--- config.mk ---
export PLATFORM = sky130hd
export DESIGN_NAME = noise_table_loader
export DESIGN_NICKNAME = d
export VERILOG_FILES = /design/src/rtl/noise_pkg.sv /design/src/rtl/noise_byte_packer.sv /design/src/rtl/noise_table_loader.sv
export SDC_FILE = /design/constraint.sdc
export NUM_CORES = 1
export LEC_CHECK = 0
export CAP_MARGIN = 5
export CORE_ASPECT_RATIO = 1.25
export CORE_MARGIN = 5
export CORE_UTILIZATION = 25
export DETAILED_ROUTE_END_ITERATION = 8
export PLACE_DENSITY = 0.41
export SLEW_MARGIN = 30
export SYNTH_ARGS = -nofsm -noshare
export SYNTH_HDL_FRONTEND = slang
export SYNTH_SLANG_ARGS = --single-unit
--- constraint.sdc ---
create_clock -name clk -period 2.9 [get_ports clk]
set_input_delay 0.29 -clock clk [delete_from_list [all_inputs] [get_ports clk]]
set_output_delay 0.29 -clock clk [all_outputs]
set_load 0.02 [all_outputs]
--- src/rtl/noise_pkg.sv ---
// noise_pkg: shared types and widths for the noise-table loader (NOISE_LOADER_TIMEOUT_EN adds the ERROR state).
package noise_pkg;
  localparam int NOISE_WORD_W         = 64;
  localparam int NOISE_LOC_W          = 8;
  localparam int NOISE_BYTES_PER_WORD = 8;
  typedef enum logic [2:0] {
    S_IDLE,
    S_COLLECT,
    S_WRITE,
`ifdef NOISE_LOADER_TIMEOUT_EN
    S_WAIT_DONE,
    S_ERROR
`else
    S_WAIT_DONE
`endif
  } noise_state_e;
endpackage

--- src/rtl/noise_byte_packer.sv ---
// noise_byte_packer: assembles little-endian bytes into a 64-bit word; o_word includes the byte being accepted now.
module noise_byte_packer
  import noise_pkg::*;
(
  input  logic                    clk,
  input  logic                    rstn,
  input  logic                    i_clear,
  input  logic                    i_accept,
  input  logic [7:0]              i_data,
  output logic [NOISE_WORD_W-1:0] o_word,
  output logic                    o_word_complete
);
  localparam int CNT_W = $clog2(NOISE_BYTES_PER_WORD);
  logic [CNT_W-1:0]        r_cnt;
  logic [NOISE_WORD_W-1:0] r_word;
  always_comb begin
    o_word = r_word;
    o_word[8*r_cnt +: 8] = i_data;
  end
  assign o_word_complete = i_accept && (r_cnt == CNT_W'(NOISE_BYTES_PER_WORD - 1));
  always_ff @(posedge clk or negedge rstn) begin
    if (!rstn) begin
      r_cnt  <= '0;
      r_word <= '0;
    end else if (i_clear) begin
      r_cnt  <= '0;
      r_word <= '0;
    end else if (i_accept) begin
      r_cnt  <= r_cnt + 1'b1;
      r_word <= o_word;
    end
  end
endmodule

--- src/rtl/noise_table_loader.sv ---
// noise_table_loader: streams DEPTH 64-bit words into the noise block, then waits for done_wait.
// Optional NOISE_LOADER_TIMEOUT_EN bounds WAIT_DONE to TIMEOUT_CYC cycles and adds a sticky ERROR state.
module noise_table_loader
  import noise_pkg::*;
#(
  parameter int DEPTH       = 128,
  parameter int TIMEOUT_CYC = 1024
) (
  input  logic                    clk,
  input  logic                    rstn,
  input  logic                    start,
  input  logic                    abort,
  input  logic [7:0]              in_data,
  input  logic                    in_valid,
  output logic                    in_ready,
  output logic [NOISE_WORD_W-1:0] mem_data,
  output logic [NOISE_LOC_W-1:0]  location,
  output logic                    load_mem,
  input  logic                    done_wait,
  output logic                    busy,
  output logic                    load_done,
  output logic                    timeout_err
);
  if (DEPTH < 1 || DEPTH > 256 || TIMEOUT_CYC < 1) begin : g_bad_param
    $error("noise_table_loader: DEPTH must be 1..256 and TIMEOUT_CYC >= 1");
  end
  localparam logic [NOISE_LOC_W-1:0] LAST = NOISE_LOC_W'(DEPTH - 1);
  noise_state_e            r_state, w_next;
  logic                    w_accept, w_clear, w_complete;
  logic [NOISE_WORD_W-1:0] w_word, r_mem_data;
  logic [NOISE_LOC_W-1:0]  r_idx, r_location;
  logic                    r_load_done;
`ifdef NOISE_LOADER_TIMEOUT_EN
  logic [31:0]             r_tcnt;
  logic                    r_timeout_err;
`endif
  assign in_ready  = (r_state == S_COLLECT) && !abort;
  assign w_accept  = in_valid && in_ready;
  assign w_clear   = abort || (r_state == S_IDLE && start);
  assign load_mem  = r_state == S_WRITE;
  assign busy      = r_state != S_IDLE;
  assign load_done = r_load_done;
  assign mem_data  = r_mem_data;
  assign location  = r_location;
  noise_byte_packer u_packer (
    .clk             (clk),
    .rstn            (rstn),
    .i_clear         (w_clear),
    .i_accept        (w_accept),
    .i_data          (in_data),
    .o_word          (w_word),
    .o_word_complete (w_complete)
  );
  always_ff @(posedge clk or negedge rstn) begin
    if (!rstn) r_state <= S_IDLE;
    else       r_state <= w_next;
  end
  always_comb begin
    w_next = r_state;
    if (abort) w_next = S_IDLE;
    else case (r_state)
      S_IDLE:      w_next = start ? S_COLLECT : S_IDLE;
      S_COLLECT:   w_next = w_complete ? S_WRITE : S_COLLECT;
      S_WRITE:     w_next = (r_idx == LAST) ? S_WAIT_DONE : S_COLLECT;
`ifdef NOISE_LOADER_TIMEOUT_EN
      S_WAIT_DONE: w_next = done_wait ? S_IDLE :
                            (r_tcnt == 32'(TIMEOUT_CYC - 1)) ? S_ERROR : S_WAIT_DONE;
`else
      S_WAIT_DONE: w_next = done_wait ? S_IDLE : S_WAIT_DONE;
`endif
      default:     w_next = r_state;
    endcase
  end
  // r_idx is the next word slot; location only moves when a word is latched for WRITE
  always_ff @(posedge clk or negedge rstn) begin
    if (!rstn) begin
      r_mem_data  <= '0;
      r_location  <= '0;
      r_idx       <= '0;
      r_load_done <= 1'b0;
    end else begin
      r_load_done <= (r_state == S_WAIT_DONE) && done_wait && !abort;
      if (r_state == S_IDLE && start && !abort) begin
        r_location <= '0;
        r_idx      <= '0;
      end else if (w_complete) begin
        r_mem_data <= w_word;
        r_location <= r_idx;
      end else if (r_state == S_WRITE) begin
        r_idx <= r_idx + 8'd1;
      end
    end
  end
`ifdef NOISE_LOADER_TIMEOUT_EN
  always_ff @(posedge clk or negedge rstn) begin
    if (!rstn) begin
      r_tcnt        <= '0;
      r_timeout_err <= 1'b0;
    end else begin
      r_tcnt        <= (r_state == S_WAIT_DONE) ? r_tcnt + 32'd1 : '0;
      r_timeout_err <= w_next == S_ERROR;
    end
  end
  assign timeout_err = r_timeout_err;
`else
  assign timeout_err = 1'b0;
`endif
endmodule

==> results.toml <==
[worst_setup_path]
ff2ff_path_depth = 7
slowest_stage = "dfrtp_1"
crit_path_cell_trace = "inv_2 > ha_1 > ha_1 > buf_4 > nand3_4 > a21bo_1 > o2bb2ai_1"
max_stage_delay_ps = 550
end_kind = "register"
start_kind = "register"
crit_buf_inv = 2
rrSetupSlack_ps = 240
crit_path_frequent_cell = "ha_1"
required_ps = 3200
crit-reg2reg-launch = "u_packer.r_cnt[0]"
worstReg2RegEnd = "u_packer.r_word[17]"
cpLargestDelayFamily = "adder cells"
arrival_ps = 2960
crit_path_max_fanout = 20
critPathKind = "reg -> reg"

[drt]
drt_first_iter_violations = 280
firstDrtPassIters = 4
routedWlPerCell_um = 19.1
routed_wirelength_um = 20200
vias_per_cell = 4.77
drc = 0
via_count = 5040
ant_nets = 0

[final_layout]
drive_gt1_share_pct = 13.2
syn_to_final_growth_pct = 26.9
nFillCells = 2777
antenna_cells = 0
postLayoutCoreUtil_pct = 32.0
nets = 717

[place]
dp_hpwl_um = 14200
port-buffer-count = 89
pre_cts_ws_ps = 248
gp_congestion = 0.793

[logic_synthesis]
synthTopCellsByCount = "dfrtp_1, nor2_1, a21oi_1"
synth_top_area_share_pct = 54.4
synth_area_leaders = "dfrtp_1, a22o_1, nor2_1, a22oi_1, a21oi_1"
yosysMostFrequentCell = "dfrtp_1"
syn_area_um2 = 6900
synth.net_count = 635
ys_async_sr_fraction_pct = 100
synth_top_area_cell = "dfrtp_1"
yosysSeqAreaShare_pct = 54.4
synth-edff-count = 0
synth_cells = 613
synthesis.area_per_instance_um2 = 11.3
ys_seq_elements = 150
ys_types = 56
synth_ff_type = "dfrtp_1"
ys_warn_count = 0

[sta]
finalClockSkew_ps = 13.6
rsz0062_at_grt = "no"
period_share_pct = 91.6
setup-tns-final_ps = 0
finalCriticalPeriod_ps = 2660
max_freq_mhz = 376
tightest_slew_ps = 877
maxSlewViolCount = 0
hold_slack_ps = 411
hold_viol_final = 0
timing.slew.headroom_pct = 41.1
setup_ws_ps = 243
setup_viol = 0

[grt]
grt_max_degree = 83
grt_pass1_wl_um = 31500
grt-ovfl-total = 0
grt_pass1_vias = 5317
antenna_found_initial = 0
grtUsageTotal_pct = 13.3

[pwr]
vdd_drop_max_mv = 0.361
power_leakage_uw = 0.00383
totalPowerFinal_uw = 4830
p_per_area_nw_per_um2 = 551

[clock_tree]
cts_buffers = 17
clk_latency_ps = 430
root_buffer = "clkbuf_16"
cts_tree = "done"
cts_max_level = 4
cts.sink_count = 150
cts.clk_slew.worst_paths_ps = 60
cts_buffer_depth = 2

[min_path]
hold_path_class = "in -> async"

[floorplan]
boundaryPins = 91
rows = 68
die_h_um = 196
core_um2 = 27400
dieArea_um2 = 31000
initial_utilization_pct = 25.2
die_x_um = 159

[status]
status = "finished clean"

[flow_run]
cap_viol_max_count = 0
==> stage by stage <==
stage                     instances  cell area [um2]
after floorplan                 613             6900
after global placement         1025             8100
after detailed placement       1025             8100
after CTS                      1057             8750
after global routing           1057             8760
final                          1057             8760
==> flip-flops by register name, summed over array words and instances (netlist names) <==
name	cells
mem_data	64
u_packer.r_cnt	3
r_state	2
u_packer.r_word	64
r_idx	8
load_done	1
location	8
==> cells in the final DEF, fill, tap and decap left out, types with 9 or more instances in the layout <==
| cell type | instances |
|---|---|
| a21oi_1 | 56 |
| a21oi_2 | 10 |
| a22o_1 | 47 |
| a22oi_1 | 40 |
| buf_4 | 20 |
| clkbuf_16 | 17 |
| clkdlybuf4s50_1 | 88 |
| dfrtp_1 | 150 |
| mux2i_1 | 18 |
| nand2_1 | 30 |
| nand2b_1 | 11 |
| nor2_1 | 88 |
| nor2b_1 | 9 |
| o21ai_0 | 12 |
==> power breakdown <==
group	leakage [uW]	switching, uW	internal (uW)	total, uW
Sequential	0.00209	8.39	2100	2110
Clock	0.000299	892	1550	2440
Combinational	0.00144	192	87.2	279
Total	0.00383	1090	3740	4830
==> kinds of logic (layout without fill, tap and decap cells) <==
| kind of cell | count (synthesis) | in the layout | share of synthesized area (%) |
|---|---|---|---|
| XOR/XNOR | 7 | 7 | 0.889 |
| adder cells (fa/ha/maj) | 8 | 8 | 1.45 |
| AND/OR/NAND/NOR | 173 | 173 | 13.3 |
| AO/OA/AOI/OAI | 201 | 201 | 22.0 |
| buffers and inverters | 55 | 149 | 5.26 |
| flip-flops | 150 | 150 | 54.4 |
| multiplexers | 18 | 18 | 2.61 |
| other | 1 | 1 | 0.0544 |
==> layout make-up <==
cell class                      instances  area (um2)  share of cell area (%)
Sequential cell                       150        3750                    42.9
Multi-Input combinational cell        408        2790                    31.9
Timing Repair Buffer                  113        1110                    12.7
Clock buffer                           20         447                    5.10
Tap cell                              350         438                    5.00
Clock inverter                         11         198                    2.26
Inverter                                5        18.8                   0.214
==> how the worst max path moves through the flow <==
stage,from,end,slack [ps],depth (start not counted)
2_1_floorplan,u_packer.r_cnt[0],u_packer.r_word[4],660,10
3_3_place_gp,u_packer.r_cnt[0],mem_data[40],350,7
3_5_place_dp,u_packer.r_cnt[0],u_packer.r_word[22],250,7
4_1_cts,u_packer.r_cnt[0],mem_data[40],240,7
5_1_grt,u_packer.r_cnt[0],u_packer.r_word[21],90,7
6_report,u_packer.r_cnt[0],u_packer.r_word[17],240,7
==> per-layer routing <==
layer / GRT usage [%] / up-vias / share of wire, %
li1: - / 2374 / -
met1: 16.5 / 2534 / 43
met2: 22.2 / 108 / 51
met3: 3.49 / 24 / 4.0
met4: 4.46 / 0 / 1.8
met5: 0 / - / 0
==> what timing repair did <==
action | 4_1_cts | 5_1_grt
buffers inserted | 0 | 0
setup endpoints to repair | 0 | 1
resized for setup | 0 | 1
hold endpoints to repair | 53 | 0
hold buffers | 1 | 0
No activity file was read; power rests on OpenSTA's default activity.
